[src/rtl/button_event_unit.sv]
// button_event_unit: conditions the board push-buttons.
// Each raw pad is synchronised with two flops and debounced. The debounced
// level then drives a per-button event FSM that emits one-cycle pulses on a
// press and, for masked buttons, auto-repeat pulses while the button is held.
// level and pulse are plain per-cycle registered outputs with no handshake.
// state_dbg exposes each channel's FSM state as {state[N_BTN-1], ..., state[0]},
// two bits per channel (0=IDLE, 1=HOLD, 2=REPEAT).
module button_event_unit #(
  parameter int               N_BTN           = 5,
  parameter int               DEBOUNCE_CYCLES = 1_000_000,
  parameter int               REPEAT_DELAY    = 50_000_000,
  parameter int               REPEAT_RATE     = 10_000_000,
  parameter logic [N_BTN-1:0] REPEAT_MASK     = 5'b11000
) (
  input  logic               clk,
  input  logic               reset,
  input  logic [N_BTN-1:0]   btn_raw,
  output logic [N_BTN-1:0]   level,
  output logic [N_BTN-1:0]   pulse,
  output logic [2*N_BTN-1:0] state_dbg
);

  localparam int DW   = (DEBOUNCE_CYCLES > 1) ? $clog2(DEBOUNCE_CYCLES) : 1;
  localparam int RMAX = (REPEAT_DELAY > REPEAT_RATE) ? REPEAT_DELAY : REPEAT_RATE;
  localparam int RW   = (RMAX > 1) ? $clog2(RMAX) : 1;

  localparam logic [DW-1:0] D_LAST  = DW'(DEBOUNCE_CYCLES - 1);
  localparam logic [RW-1:0] RD_LAST = RW'(REPEAT_DELAY - 1);
  localparam logic [RW-1:0] RR_LAST = RW'(REPEAT_RATE - 1);

  typedef enum logic [1:0] {
    ST_IDLE   = 2'd0,
    ST_HOLD   = 2'd1,
    ST_REPEAT = 2'd2
  } ev_state_e;

  logic [N_BTN-1:0] s1_q;
  logic [N_BTN-1:0] s2_q;

  // Two-flop synchroniser bringing the asynchronous pads into the clk domain.
  always_ff @(posedge clk or posedge reset) begin
    if (reset) begin
      s1_q <= '0;
      s2_q <= '0;
    end else begin
      s1_q <= btn_raw;
      s2_q <= s1_q;
    end
  end

  for (genvar g = 0; g < N_BTN; g++) begin : g_ch
    logic [DW-1:0] dcnt_q;
    logic          level_q;
    logic [RW-1:0] rcnt_q;
    logic          pulse_q;
    ev_state_e     state_q;

    // Debounce: level follows s2 only after DEBOUNCE_CYCLES consecutive
    // disagreeing samples; a single agreeing sample restarts the count.
    always_ff @(posedge clk or posedge reset) begin
      if (reset) begin
        dcnt_q  <= '0;
        level_q <= 1'b0;
      end else if (s2_q[g] == level_q) begin
        dcnt_q <= '0;
      end else if (dcnt_q == D_LAST) begin
        level_q <= s2_q[g];
        dcnt_q  <= '0;
      end else begin
        dcnt_q <= dcnt_q + 1'b1;
      end
    end

    // Event FSM: press pulse on entry to HOLD, then optional delayed and
    // periodic repeat pulses; pulse defaults low every cycle.
    always_ff @(posedge clk or posedge reset) begin
      if (reset) begin
        state_q <= ST_IDLE;
        rcnt_q  <= '0;
        pulse_q <= 1'b0;
      end else begin
        pulse_q <= 1'b0;
        case (state_q)
          ST_IDLE: begin
            if (level_q) begin
              pulse_q <= 1'b1;
              rcnt_q  <= '0;
              state_q <= ST_HOLD;
            end
          end
          ST_HOLD: begin
            if (!level_q) begin
              rcnt_q  <= '0;
              state_q <= ST_IDLE;
            end else if (REPEAT_MASK[g]) begin
              if (rcnt_q == RD_LAST) begin
                pulse_q <= 1'b1;
                rcnt_q  <= '0;
                state_q <= ST_REPEAT;
              end else begin
                rcnt_q <= rcnt_q + 1'b1;
              end
            end
          end
          ST_REPEAT: begin
            if (!level_q) begin
              rcnt_q  <= '0;
              state_q <= ST_IDLE;
            end else if (rcnt_q == RR_LAST) begin
              pulse_q <= 1'b1;
              rcnt_q  <= '0;
            end else begin
              rcnt_q <= rcnt_q + 1'b1;
            end
          end
          default: begin
            rcnt_q  <= '0;
            state_q <= ST_IDLE;
          end
        endcase
      end
    end

    assign level[g]           = level_q;
    assign pulse[g]           = pulse_q;
    assign state_dbg[2*g +: 2] = state_q;
  end

endmodule

[config.mk]
export PLATFORM = sky130hd
export DESIGN_NAME = button_event_unit
export DESIGN_NICKNAME = d
export VERILOG_FILES = /design/src/rtl/button_event_unit.sv
export SDC_FILE = /design/constraint.sdc
export NUM_CORES = 1
export LEC_CHECK = 0
export ABC_AREA = 0
export BUFFER_PORTS_ARGS = -buffer_cell sky130_fd_sc_hd__buf_4
export CAP_MARGIN = 5
export CORE_MARGIN = 10
export CORE_UTILIZATION = 50
export DETAILED_ROUTE_END_ITERATION = 8
export PLACE_DENSITY = 0.66
export RECOVER_POWER = 25
export SLEW_MARGIN = 15
export SYNTH_ARGS = -nofsm -noshare
export SYNTH_HDL_FRONTEND = slang
export SYNTH_SLANG_ARGS = --single-unit
[constraint.sdc]
create_clock -name clk -period 11.93 [get_ports clk]
set_input_delay 1.193 -clock clk [delete_from_list [all_inputs] [get_ports clk]]
set_output_delay 1.193 -clock clk [all_outputs]
set_load 0.005 [all_outputs]
==> impl_metrics.yaml <==
logic_synthesis:
  syn-cell-area_mm2: 0.00957
  syn-instance-count: 1042
  synth_ff_type: "dfrtp_1"
  ys_seq_elements: 179
  synth_simple_gate_area_share: 0.273
  ys_types: 50
  syn_avg_cell_area_um2: 9.19
  muxShareOfSynthArea: 0.00588
  synth_fa_ha_area_frac: 0.0235
  async_reset_ff_frac: 1.00
  synth_seq_area_share: 0.468
  synth_edf_count: 0
  synth_warnings: 0
  synth_compound_area_frac: 0.0842
  synth-xor-area-share: 0.0952
  synth_top_family_by_area: "simple AND/OR/NAND/NOR gates"
finish:
  layout.cells.non_filler: 1275
  fin_nets: 1053
  num_antenna_cells: 0
  drive_gt1_frac: 0.0788
  area.growth.synth_to_final_pct: 8.43
  fin_util: 0.553
placement:
  place_ws_ns: 9.14
  portBuffers: 23
  gp_congestion: 0.850
  dp.final_hpwl_mm: 12.3
  dp_cells: 1243
clocking:
  clk_path_buf_depth: 2
  cts_resized: 0
  clkLatencyLatePin_ns: 0.43
  ctsHoldBuffers: 0
  htreeDepth: 4
  cts_sinks: 179
  cts_tree: "built"
  clk_pin_slew_worst_paths_ns: 0.07
  root_buffer: "clkbuf_16"
  cts_buffers: 17
  cts_setup_buffers: 0
critical_path:
  worstSetupPathDepth: 3
  path_max_fanout: 122
  slowest_stage: "clkinvlp_2"
  path_cells: "clkbuf_4, clkinvlp_2, buf_4"
  regToRegEndpoint: "g_ch[4].rcnt_q[14]$_DFFE_PP0P_"
  setup.worst_path.class: "in -> async"
  cp.arrival_ns: 5.29
  startpoint_type: "input pin"
  critical_path.top_delay_family: "buffers and inverters"
  cp-startpoint: "reset"
  cpPeakStageDelay_ns: 2.96
  reg2reg_from: "g_ch[4].rcnt_q[17]$_DFFE_PP0P_"
  required_ns: 12.41
  endpoint_kind: "asynchronous set/reset pin"
  crit_end: "g_ch[3].dcnt_q[12]$_DFF_PP0_"
  crit_buf_inv: 3
  reg2reg_slack_ns: 9.23
  r2r_cells: 6
sta:
  finalCriticalPeriod_ns: 4.82
  hold_viol: 0
  max_slew_margin: -2.56
  clock-skew-final_ns: 0.0102
  slew_viol_final: 123
  finalSetupViolCount: 0
  postLayoutSetupSlackWorst_ns: 7.11
  max_freq_mhz: 208
  tightestPinTransition_ns: 5.31
  period_share: 0.404
  finalSetupTns_ns: 0
  rsz0062_at_grt: "false"
grt:
  grt_pass1_wl_mm: 33.3
  overflow: 0
  grt_pass1_vias: 6921
  grt_max_degree: 123
  grtUsageTotal: 0.160
  grt_antenna_before_repair: 0
die:
  start_util: 0.510
  num_rows: 50
  ios: 27
  dieArea_mm2: 0.0251
  core_mm2: 0.0188
  die_y_um: 158
  die_w_um: 158
power:
  p_leak_nw: 4.33
  powerDensity_mw_per_mm2: 119
  power_mw: 1.23
  peakVddDrop_v: 0.0000984
drt:
  wl_mm: 19.0
  dr.pass1.iters: 5
  num_vias: 7213
  wl_per_cell_um: 14.9
  viasPerCell: 5.66
  drc: 0
  postRouteAntennaNets: 0
  dr.first_iter.drc_count: 542
flow_run:
  drv_cap: 1
status:
  status: "finished with violations"
  failed_checks: "max-capacitance violations, max-slew violations"
min_path:
  worst_hold_path_type: "reg -> reg"
## cells in the final DEF, fill, tap and decap left out, types with 7 or more instances in the layout
cell type,instances
and2_1,16
xnor2_1,62
buf_4,22
inv_6,7
o221ai_1,29
nor4b_1,7
o2111ai_1,8
or4_1,7
o211ai_1,17
clkbuf_16,17
or3_1,9
nand2_1,142
o21ai_0,13
nor2_1,136
nand3_1,54
dfrtp_1,179
and3_1,13
o31a_1,16
xor2_1,42
nor4_1,40
and4_1,11
inv_1,41
ha_1,18
nor3_1,29
nand4_1,35
## area by class of cell
type                            instances  area, µm²
Clock inverter                         14        171
Multi-Input combinational cell        760       4630
Inverter                               42        159
Timing Repair Buffer                   28        210
Fill cell                            1661       8390
Tap cell                              234        293
Clock buffer                           18        439
Sequential cell                       179       4480
## stage by stage
stage | area [µm²] | hold WS [ns]
2_1_floorplan | 9580 | 0.331
3_3_place_gp | 9770 | 0.333
3_5_place_dp | 9770 | 0.335
4_1_cts | 10400 | 0.344
5_1_grt | 10400 | 0.354
6_report | 10400 | 0.345
## flip-flops by register name, indices dropped and copies added, names as in the netlist
name	count
g_ch.dcnt_q	100
g_ch.level_q	5
g_ch.pulse_q	5
g_ch.rcnt_q	52
g_ch.state_q	7
s1_q	5
s2_q	5
## power breakdown
group | internal (mW) | switching [mW]
sequential | 0.613 | 0.00500
combinational | 0.00668 | 0.0217
clock | 0.339 | 0.249
## worst min-delay path by stage
stage | startpoint | end | cells past startpoint
after floorplan | s1_q[0]$_DFF_PP0_ | s2_q[0]$_DFF_PP0_ | 0
after global placement | s1_q[1]$_DFF_PP0_ | s2_q[1]$_DFF_PP0_ | 0
after detailed placement | s1_q[3]$_DFF_PP0_ | s2_q[3]$_DFF_PP0_ | 0
after CTS | s1_q[3]$_DFF_PP0_ | s2_q[3]$_DFF_PP0_ | 0
after global routing | s1_q[4]$_DFF_PP0_ | s2_q[4]$_DFF_PP0_ | 0
final | s1_q[3]$_DFF_PP0_ | s2_q[3]$_DFF_PP0_ | 0
## layer usage
metal,vias to the layer above,GRT usage,share of wire
li1,3599,-,-
met1,3510,0.217,0.49
met2,95,0.252,0.46
met3,9,0.0326,0.035
met4,0,0.0463,0.0076
met5,-,0,0
## synth_stat cells, types with 18 or more instances
library cell  count  area share
nor2_1          136       0.053
xor2_1           42       0.038
nand4_1          35       0.023
xnor2_1          62       0.057
nand3_1          54       0.028
nor4_1           40       0.026
nand2_1         142       0.056
clkbuf_1         39       0.015
nor3_1           29       0.015
dfrtp_1         179        0.47
ha_1             18       0.024
o221ai_1         29       0.027
inv_1            42       0.016
## kinds of logic (layout without fill, tap and decap cells)
group | Yosys count | in the layout
compound gates | 100 | 100
buf+inv | 105 | 102
mux | 5 | 5
other cells | 1 | 3
fa+ha+maj | 18 | 18
flops | 179 | 179
xor+xnor | 104 | 104
simple gates | 530 | 530
No activity file was read; power rests on OpenSTA's default activity.
